===== src/rtl/map_sst_seq_pkg.sv =====
// rtl/map_sst_seq_pkg.sv - shared state encoding and constants for the save-state sequencer
package map_sst_seq_pkg;

    typedef enum logic [2:0] {
        IDLE,
        SV_SET,
        SV_PUSH,
        LD_GET,
        LD_ARM,
        LD_FALL,
        FIN
    } state_t;

    localparam logic [7:0] SST_MAP_IDX_ADDR = 8'd127;

    // States in which a load write is waiting on M2 and the timeout runs
    function automatic logic is_load_wait(input state_t s);
        return (s == LD_ARM) || (s == LD_FALL);
    endfunction

endpackage


===== src/rtl/map_sst_seq_m2_edge_sync.sv =====
// rtl/map_sst_seq_m2_edge_sync.sv - brings raw CPU M2 into the clk domain and flags its edges
module m2_edge_sync (
    input  logic clk,
    input  logic rst,
    input  logic i_m2,
    output logic o_rise,
    output logic o_fall
);

    logic r_s1;
    logic r_s2;
    logic r_prev;

    always_ff @(posedge clk) begin
        if (rst) begin
            r_s1   <= 1'b0;
            r_s2   <= 1'b0;
            r_prev <= 1'b0;
        end else begin
            r_s1   <= i_m2;
            r_s2   <= r_s1;
            r_prev <= r_s2;
        end
    end

    assign o_rise = r_s2 & ~r_prev;
    assign o_fall = ~r_s2 & r_prev;

endmodule


===== src/rtl/map_sst_seq.sv =====
// rtl/map_sst_seq.sv - walks mapper save-state registers, streaming bytes out (save) or in (load)
module map_sst_seq
    import map_sst_seq_pkg::*;
#(
    parameter int REG_CNT    = 128,
    parameter int M2_TIMEOUT = 4096
) (
    input  logic       clk,
    input  logic       rst,
    input  logic       m2,
    input  logic       cmd_save,
    input  logic       cmd_load,
    output logic       busy,
    output logic       done,
    output logic       err,
    output logic       sst_act,
    output logic [7:0] sst_addr,
    output logic       sst_we_reg,
    output logic [7:0] sst_dato,
    input  logic [7:0] sst_di,
    output logic [7:0] tx_data,
    output logic       tx_valid,
    input  logic       tx_ready,
    input  logic [7:0] rx_data,
    input  logic       rx_valid,
    output logic       rx_ready
);

    localparam logic [7:0] LAST_ADDR = 8'(REG_CNT - 1);
    localparam int TO_W = $clog2(M2_TIMEOUT + 1);
    localparam logic [TO_W-1:0] TO_LAST = TO_W'(M2_TIMEOUT - 1);

    state_t          r_state;
    state_t          w_next;
    logic [7:0]      r_addr;
    logic [7:0]      r_dato;
    logic [7:0]      r_tx_data;
    logic [TO_W-1:0] r_to_cnt;
    logic            r_err;

    logic w_m2_rise;
    logic w_m2_fall;
    logic w_last;
    logic w_timeout;
    logic w_reject;

    m2_edge_sync u_m2_sync (
        .clk    (clk),
        .rst    (rst),
        .i_m2   (m2),
        .o_rise (w_m2_rise),
        .o_fall (w_m2_fall)
    );

    assign w_last    = (r_addr == LAST_ADDR);
    assign w_timeout = is_load_wait(r_state) && (r_to_cnt == TO_LAST);
    assign w_reject  = (r_state == IDLE) && cmd_save && cmd_load;

    always_ff @(posedge clk) begin
        if (rst) begin
            r_state <= IDLE;
        end else begin
            r_state <= w_next;
        end
    end

    always_comb begin
        w_next     = r_state;
        busy       = 1'b0;
        sst_act    = 1'b0;
        done       = 1'b0;
        tx_valid   = 1'b0;
        rx_ready   = 1'b0;
        sst_we_reg = 1'b0;
        case (r_state)
            IDLE: begin
                if (cmd_save && !cmd_load) begin
                    w_next = SV_SET;
                end else if (cmd_load && !cmd_save) begin
                    w_next = LD_GET;
                end
            end
            SV_SET: begin
                busy    = 1'b1;
                sst_act = 1'b1;
                w_next  = SV_PUSH;
            end
            SV_PUSH: begin
                busy     = 1'b1;
                sst_act  = 1'b1;
                tx_valid = 1'b1;
                if (tx_ready) begin
                    w_next = w_last ? FIN : SV_SET;
                end
            end
            LD_GET: begin
                busy     = 1'b1;
                sst_act  = 1'b1;
                rx_ready = 1'b1;
                if (rx_valid) begin
                    w_next = LD_ARM;
                end
            end
            LD_ARM: begin
                busy       = 1'b1;
                sst_act    = 1'b1;
                sst_we_reg = 1'b1;
                if (w_timeout) begin
                    w_next = IDLE;
                end else if (w_m2_rise) begin
                    w_next = LD_FALL;
                end
            end
            LD_FALL: begin
                busy       = 1'b1;
                sst_act    = 1'b1;
                sst_we_reg = 1'b1;
                if (w_timeout) begin
                    w_next = IDLE;
                end else if (w_m2_fall) begin
                    w_next = w_last ? FIN : LD_GET;
                end
            end
            FIN: begin
                done   = 1'b1;
                w_next = IDLE;
            end
            default: begin
                w_next = IDLE;
            end
        endcase
    end

    always_ff @(posedge clk) begin
        if (rst) begin
            r_addr    <= 8'd0;
            r_dato    <= 8'd0;
            r_tx_data <= 8'd0;
            r_to_cnt  <= '0;
            r_err     <= 1'b0;
        end else begin
            r_err <= w_reject || w_timeout;
            case (r_state)
                IDLE: begin
                    r_addr <= 8'd0;
                end
                SV_SET: begin
                    // sst_di has had a full cycle to settle on the new address
                    r_tx_data <= sst_di;
                end
                SV_PUSH: begin
                    if (tx_ready && !w_last) begin
                        r_addr <= r_addr + 8'd1;
                    end
                end
                LD_GET: begin
                    if (rx_valid) begin
                        r_dato   <= rx_data;
                        r_to_cnt <= '0;
                    end
                end
                LD_ARM, LD_FALL: begin
                    r_to_cnt <= r_to_cnt + 1'b1;
                    if (w_timeout) begin
                        r_addr <= 8'd0;
                    end else if (r_state == LD_FALL && w_m2_fall && !w_last) begin
                        r_addr <= r_addr + 8'd1;
                    end
                end
                FIN: begin
                    r_addr <= 8'd0;
                end
                default: begin
                    r_addr <= 8'd0;
                end
            endcase
        end
    end

    assign err      = r_err;
    assign sst_addr = r_addr;
    assign sst_dato = r_dato;
    assign tx_data  = r_tx_data;

endmodule


===== config.mk =====
export PLATFORM = sky130hd
export DESIGN_NAME = map_sst_seq
export DESIGN_NICKNAME = d
export VERILOG_FILES = /design/src/rtl/map_sst_seq_pkg.sv /design/src/rtl/map_sst_seq_m2_edge_sync.sv /design/src/rtl/map_sst_seq.sv
export SDC_FILE = /design/constraint.sdc
export NUM_CORES = 1
export LEC_CHECK = 0
export ABC_AREA = 1
export CORE_MARGIN = 2
export CORE_UTILIZATION = 44
export CTS_BUF_LIST = sky130_fd_sc_hd__clkbuf_16
export DETAILED_ROUTE_END_ITERATION = 7
export PLACE_DENSITY = 0.76
export SLEW_MARGIN = 15
export SYNTH_ARGS = -nofsm -noshare
export SYNTH_HDL_FRONTEND = slang
export SYNTH_SLANG_ARGS = --single-unit

===== constraint.sdc =====
create_clock -name clk -period 1.9 [get_ports clk]
set_clock_uncertainty 0.1 [all_clocks]
set_input_delay 0.475 -clock clk [delete_from_list [all_inputs] [get_ports clk]]
set_output_delay 0.475 -clock clk [all_outputs]
set_load 0.005 [all_outputs]

# [Word level (Yosys, flattened, before mapping)]
# Index checks and enable logic that the tools add are counted.
[totals] ff_bits=44 input_bits=23 output_inout_bits=31 elab_cells=75
[classes] add_sub_neg=2 n_eq_ne=15 muxes=22 n_bitwise=5 reduce_logical=22
[op_table] op="3-bit two-way mux" count=10
[op_table] op="13-bit one-hot mux with 2 select lines" count=1
[op_table] op="8-bit two-way mux" count=3
[op_table] op="8-bit one-hot mux with 3 select lines" count=1
[op_table] op="3-bit one-hot mux with 6 select lines" count=1
[op_table] op="13-bit by 1-bit adder with 13-bit output, second input constant" count=1
[op_table] op="13-bit by 12-bit == test with 1-bit output, second input constant" count=1
[op_table] op="13-bit two-way mux" count=1
[op_table] op="3-bit == test, second input constant" count=3
[op_table] op="8-bit by 1-bit adder with 8-bit output, second input constant" count=1
[op_table] op="8-bit by 7-bit == test with 1-bit output, second input constant" count=1
[op_table] op="1-bit logical AND" count=8
[op_table] op="3-bit by 2-bit == test with 1-bit output, second input constant" count=2
[op_table] op="2-bit inequality test, second input constant" count=3
[op_table] op="3-bit by 1-bit inequality test with 1-bit output, second input constant" count=2
[op_table] op="1-bit two-way mux" count=5
[op_table] op="5-bit AND reduction" count=1
[op_table] op="5-bit OR reduction" count=1
[op_table] op="2-bit AND reduction" count=2
[op_table] op="2-bit OR reduction" count=2
[op_table] op="3-bit by 1-bit == test with 1-bit output, second input constant" count=1
[op_table] op="1-bit zero test" count=3
[op_table] op="3-bit zero test" count=1
[op_table] op="3-bit by 2-bit inequality test with 1-bit output, second input constant" count=1
[op_table] op="other kinds (6)" count=10

# [Depth between registers and ports, before layout]
# Gate-level depths: netlist of the first run.
[logic_depth] depth_word=7 ltp_mapped=14 ltp_nobuf=14

# [Cells and area by module]
# Synthesis of the first run repeated with hierarchy kept, for this count alone.
[unflattened] hier_cells=317 area_unflattened_um2=2205.9
[by_module_without_submodules] module="map_sst_seq" n_inst=1 cells_each=305 area_each_um2=2112.0 seq_area_each_um2=820.8
[by_module_without_submodules] module="m2_edge_sync" n_inst=1 cells_each=12 area_each_um2=93.8 seq_area_each_um2=60.1

# [Worst setup path after synthesis of the first run]
# No wires, ideal clock.
[synth_timing] path_kind="flip-flop to flip-flop" startpoint="register r_state[1]" endpoint="register r_to_cnt[10]" setup_time_ps=119 t_arrival_ps=1947 required_time_ps=1681 path_slack_ps=-266 stages_incl_launch_ff=12 synth_period_minus_slack_ps=2166 cell_sequence="dfxtp_1 -> inv_1 -> clkbuf_1 -> ha_1 -> buf_2 -> inv_1 -> o21ai_2 -> nand3_2 -> nor2_4 -> nand2_2 -> nor3b_1 -> nor2_1"
[synth_between] elab_chain_len=4 elab_cells_between_ends=8 cone_classes="4 x eq/ne; 1 x mux; 3 x reduce/logical"
[synth_rtl] element="start: declaration" line="map_sst_seq.sv:33" text="state_t r_state;"
[synth_rtl] element="start signal: assignment" line="map_sst_seq.sv:63" text="r_state <= w_next;"
[synth_rtl] element="3-bit == test" line="map_sst_seq.sv:143" text="case (r_state)"
[synth_rtl] element="2-bit OR reduction (no source line)"
[synth_rtl] element="2-bit nonzero test (no source line)"
[synth_rtl] element="2-bit AND reduction (no source line)"
[synth_rtl] element="end signal: assignment" line="map_sst_seq.sv:163" text="r_to_cnt <= r_to_cnt + 1'b1;"
[synth_rtl] element="end: declaration" line="map_sst_seq.sv:38" text="logic [TO_W-1:0] r_to_cnt;"
# Several ways; a longest one is shown, not always the timed one.
# A chain may end at the register's enable or synchronous reset.

# [Final worst setup path of the first run]
[layout_timing] startpoint="register r_state[1]" endpoint="output sst_act"
[layout_between] elab_chain_len=3 elab_cells_between_ends=7 cone_classes="5 x eq/ne; 1 x mux; 1 x reduce/logical"
[layout_rtl] element="3-bit == test, or another cell as far along" line="map_sst_seq.sv:75" text="case (r_state)"
[layout_rtl] element="5-bit OR reduction (no source line) (*)"
[layout_rtl] element="1-bit two-way mux (*)" line="map_sst_seq.sv:75"
[layout_rtl] element="end: declaration" line="map_sst_seq.sv:16" text="output logic sst_act,"
# Every way passes the cells marked *; elsewhere a longest branch is shown, timed or not.

==> results.cfg, run 1 <==
[outcome]
status = finished, final reports clean

[setup_path]
worst-setup-path-type = flip-flop to primary output
reg2reg_slack_ps = 110
cp-start-kind = flip-flop
endpoint = sst_act
crit_start = r_state[1]
critical_path_required_ps = 1320
r2r-start = r_state[0]
cp_max_fo = 4
rr_endpoint = r_to_cnt[12]
reg2reg_depth = 10
cp.arrival_ps = 1270
end_kind = primary output

[timing]
final_hold_viol_count = 0
min_period_ps = 1840
fmax_ghz = 0.543
worst_pin_slew_ps = 407
fin_crit_sh = 0.969
slew_headroom = 0.727
holdWs_ps = 302
finalSetupViolations = 0
drv_slew = 0

[final_layout]
drive_above_1_share = 0.183
antenna_cells = 0
fillers = 408
syn_to_final_growth_pct = 50.1
multiInputGateArea_um2 = 1160
nets = 430
fin_util = 0.685
final-seq-area_um2 = 890

[grt]
grt_first_pass_wirelength_um = 8950
grt_pass1_vias = 2097
grt_max_degree = 17
grt_overflow_total = 0
grt_usage = 0.207
antenna_found_initial = 0

[cts]
htreeDepth = 2
clkSinkCount = 44
clockBufferDepth = 2
cts_tree = done
cts_root_buf = clkbuf_16
path_clk_slew_ps = 60
hold_buffers = 0
numCtsBuffers = 5
clkLatencyLatePin_ps = 280

[floorplan]
coreArea_um2 = 4720
die_area_um2 = 5470
die_x_um = 74.0
start_util = 0.456
num_io_pins = 54
core.rowCount = 25
fp.dieH_um = 74.0

[power]
p_leak_nw = 1.30
peakVddDrop_mv = 0.734
pwr_density_cell_nw_per_um2 = 990

[synth]
synth-edff-count = 0
netlist.area_leader.share = 0.409
synth_cell_types = 32
yosys-top-cells-area = dfxtp_1 41%, nand2_1 12%, a21oi_1 8.4%
syn_area_um2 = 2150
yosys_most_used_dff = dfxtp_1
yosys_register_bits = 44
synthCells = 313
synth_commonest_cells = 70 x nand2_1, 44 x dfxtp_1, 36 x a21oi_1, 36 x nand3_1, 34 x inv_1
ys_seq_area_frac = 0.409
synthArstFlopShare = 0
syn_nets = 340
post-synth-top-count-cell = nand2_1
synth_warnings = 0
syn_avg_cell_area_um2 = 6.88
synth.largest_area_cell = dfxtp_1

[route]
drt_iter0_drc = 151
final_antenna_net_count = 0
viasPerCell = 4.88
wl_um = 5640
firstDrtPassIters = 4
dr_total_vias = 2299
wl_per_cell_um = 12.0
drc = 0

[min_path]
hp-class = flip-flop to flip-flop

[placed_design]
gp_congestion = 0.849
dpl.hpwl_um = 4010
io_buffers = 53

[flow_run]
maxCapViolations = 0
## cells in the final DEF, fill, tap and decap left out, drive strengths merged, types with 3 or more instances in the layout
cell	instances
nand2	75
clkdlybuf4s50	46
dfxtp	44
buf	38
inv	38
nand3	37
a21oi	36
nor2	36
o21ai	16
nor3	5
clkbuf	5
nand4	4
dlygate4sd2	4
ha	4
dlymetal6s2s	3
## sequential cells by signal, indices dropped and copies added, names as in the netlist
name and count:
u_m2_sync.r_s2 1, sst_addr 8, u_m2_sync.r_s1 1, r_to_cnt 13, sst_dato 8, tx_data 8, u_m2_sync.r_prev 1, r_state 3
err 1
## metrics by stage
stage,setup TNS [ps],cell area [um^2],setup WS (ps),instances,power [mW]
3_3_place_gp,-1510,2980,-139,456,2.30
2_1_floorplan,0,2190,36.8,313,1.72
6_report,0,3230,59.8,471,3.20
4_1_cts,-293,3170,-168,470,3.19
5_1_grt,-21.3,3230,-21.3,471,3.41
3_5_place_dp,-1770,2980,-173,456,2.32
## worst min path at each step
stage / end / depth (start not counted) / slack, ps / from
after floorplan: u_m2_sync.r_s2 / 2 / 290 / u_m2_sync.r_s1
after global placement: u_m2_sync.r_s2 / 2 / 290 / u_m2_sync.r_s1
after detailed placement: u_m2_sync.r_s2 / 2 / 300 / u_m2_sync.r_s1
after CTS: u_m2_sync.r_s2 / 2 / 310 / u_m2_sync.r_s1
after global routing: u_m2_sync.r_s2 / 2 / 320 / u_m2_sync.r_s1
final: u_m2_sync.r_s2 / 2 / 300 / u_m2_sync.r_s1
## power by group
| part | leakage, nW | switching [mW] | internal (mW) | total [mW] |
|---|---|---|---|---|
| sequential | 0.359 | 0.0614 | 1.02 | 1.08 |
| combinational | 0.869 | 0.645 | 0.671 | 1.32 |
| clock | 0.0738 | 0.327 | 0.473 | 0.800 |
| total | 1.30 | 1.03 | 2.17 | 3.20 |
## routing by layer
metal	share of wire	GRT usage	routed length (um)	up-vias
met3	0.047	0.0379	266	8
li1	-	-	-	1201
met1	0.45	0.272	2550	1023
met5	0	0	0	-
met2	0.49	0.338	2740	67
met4	0.015	0.0788	85	0
## what timing repair did
action / in CTS / in global routing
buffers inserted: 6 / 1
gates resized for setup: 9 / 18
pin swaps: 1 / 2
setup endpoints to repair: 6 / 15
cloned: 0 / 0
## worst max-delay path: stages, from the launching register on
cell	delay [ps]
dfxtp_2	340
inv_2	70
ha_4	250
nand2_1	50
dlygate4sd2_1	270
## layout make-up
| class | instances | area share |
|---|---|---|
| sequential | 44 | 0.275 |
| clock buffer | 5 | 0.0387 |
| timing repair buffer | 91 | 0.254 |
| multi-input combinational | 224 | 0.358 |
| inverter | 37 | 0.0445 |
| clock inverter | 3 | 0.00348 |
| tap | 67 | 0.0259 |
## cells by family (layout without fill, tap and decap cells)
logic type / after synthesis / in the layout / share of synthesized area
and+or+nand+nor: 161 / 161 / 0.339
AOI/OAI and AO/OA: 56 / 56 / 0.135
buffers and inverters: 45 / 136 / 0.0819
DFF: 44 / 44 / 0.409
adders and majority gates: 4 / 4 / 0.0232
xor gates and xnor gates: 3 / 3 / 0.0122
(Power assumes the default switching activity.)
==> inputs of run 2 (changes only) <==
Settings changed: CORE_ASPECT_RATIO set to 1.5.
==> results.cfg, run 2 (synthesized netlist as in run 1, its figures left out) <==
[outcome]
status = finished, final reports clean

[route]
viasPerCell = 5.06
firstDrtPassIters = 5
wl_um = 5670
drc = 0
wl_per_cell_um = 12.1
dr_total_vias = 2368
final_antenna_net_count = 0
drt_iter0_drc = 76

[floorplan]
num_io_pins = 54
die_x_um = 61.1
coreArea_um2 = 4770
fp.dieH_um = 89.7
die_area_um2 = 5480
core.rowCount = 31
start_util = 0.452

[cts]
path_clk_slew_ps = 60
cts_root_buf = clkbuf_16
clkLatencyLatePin_ps = 280
clockBufferDepth = 2
clkSinkCount = 44
htreeDepth = 2
cts_tree = done
numCtsBuffers = 5

[power]
power_frac_comb = 0.410
p_leak_nw = 1.25
netSwitchingFraction = 0.330
power.switching_mw = 1.05
peakVddDrop_mv = 0.670
intPower_mw = 2.14
finalPower_mw = 3.19
p_seq_frac = 0.340
pwr_density_cell_nw_per_um2 = 999
p_clk_frac = 0.251

[placed_design]
io_buffers = 53
gp_congestion = 0.945
place_area_um2 = 3000
dpl.hpwl_um = 4350

[final_layout]
syn_to_final_growth_pct = 48.1
fillers = 409
final_cell_mix = 69 x nand2_1, 47 x clkdlybuf4s50_1, 40 x dfxtp_1, 36 x nand3_1
fin_area_um2 = 3190
drive_above_1_share = 0.174
antenna_cells = 0
top_register = r_to_cnt
nets = 428
final_common_cell = nand2_1
largest_register_ffs = 13

[setup_path]
cp_max_fo = 3
critical_path_required_ps = 1320
worstPathCellList = buf_4 -> clkdlybuf4s50_1
reg2reg_slack_ps = 100
reg2reg_depth = 10
rr_endpoint = sst_addr[1]
cp-start-kind = flip-flop
max_stage_delay_ps = 500
cp.arrival_ps = 1270
crit_slowest_cell = clkdlybuf4s50_1
worst-setup-path-type = flip-flop to primary output
r2r-start = sst_addr[0]
end_kind = primary output

[min_path]
holdPathStages = 2
hold_end = u_m2_sync.r_s2
hp-class = flip-flop to flip-flop
min_from = u_m2_sync.r_s1

[timing]
fin_crit_sh = 0.970
fmax_ghz = 0.542
min_period_ps = 1840
worst_pin_slew_ps = 457
slew_headroom = 0.693
drv_slew = 0
final_hold_viol_count = 0
finalSetupViolations = 0

[flow_run]
maxCapViolations = 0

[grt]
grt_pass1_vias = 2277
grt_overflow_total = 0
grt_max_degree = 19
antenna_found_initial = 0
grt_first_pass_wirelength_um = 9670
grt_usage = 0.224
run 2: final cells by class:
cell class	instances	area [um^2]	share of cell area
flip-flops and latches	44	888	0.278
inverters	37	141	0.0443
clock buffers	5	125	0.0392
multi-input cells	224	1150	0.359
repair buffers	88	790	0.247
clock inverters	3	11.3	0.00353
well taps	66	82.6	0.0259
repair inverters	1	7.51	0.00235
run 2: worst max path at each step:
| stage | start | endpoint | slack, ps |
|---|---|---|---|
| after floorplan | r_state[1] | r_to_cnt[10] | 40 |
| after global placement | rx_valid | r_state[2] | -80 |
| after CTS | sst_addr[0] | sst_addr[1] | 50 |
| after detailed placement | rx_valid | r_state[1] | -150 |
| after global routing | r_to_cnt[0] | r_state[1] | -50 |
| final | sst_addr[0] | sst_addr[0] | 60 |
run 2: per-layer routing:
layer  share of wire  up-vias  global-route usage
met5               0        -                   0
li1                -     1192                   -
met2            0.54       77               0.395
met3           0.044       17              0.0388
met4           0.027        0              0.0924
met1            0.39     1082               0.249
run 2: what timing repair did:
item,4_1_cts,5_1_grt
endpoints found under the setup margin,6,12
resized for setup,9,14
hold buffers,0,0
pin swaps,0,4
setup buffers,0,1
gates cloned,0,1
run 2: critical path, delay by kind of cell (launching register included):
| kind | cells | cell delay [ps] |
|---|---|---|
| buffers and inverters | 2 | 640 |
| flip-flops | 1 | 350 |
run 2: power by group through the flow:
stage | logic [mW] | clock network (mW) | registers, mW
floorplan | 0.602 | 0 | 1.12
global placement | 1.26 | 0 | 1.09
detailed placement | 1.28 | 0 | 1.10
CTS | 1.25 | 0.812 | 1.08
global route | 1.44 | 0.851 | 1.09
finish | 1.31 | 0.799 | 1.08
run 2: through the flow:
stage / util / TNS (ps) / setup WS, ps / hold slack [ps] / instances
floorplan: - / 0 / 36.8 / 288 / 313
global placement: 0.629 / -705 / -80.4 / 292 / 458
detailed placement: 0.629 / -1360 / -153 / 300 / 458
CTS: 0.657 / 0 / 48.5 / 310 / 466
global route: 0.669 / -122 / -50.9 / 328 / 468
finish: 0.669 / 0 / 56.6 / 308 / 468
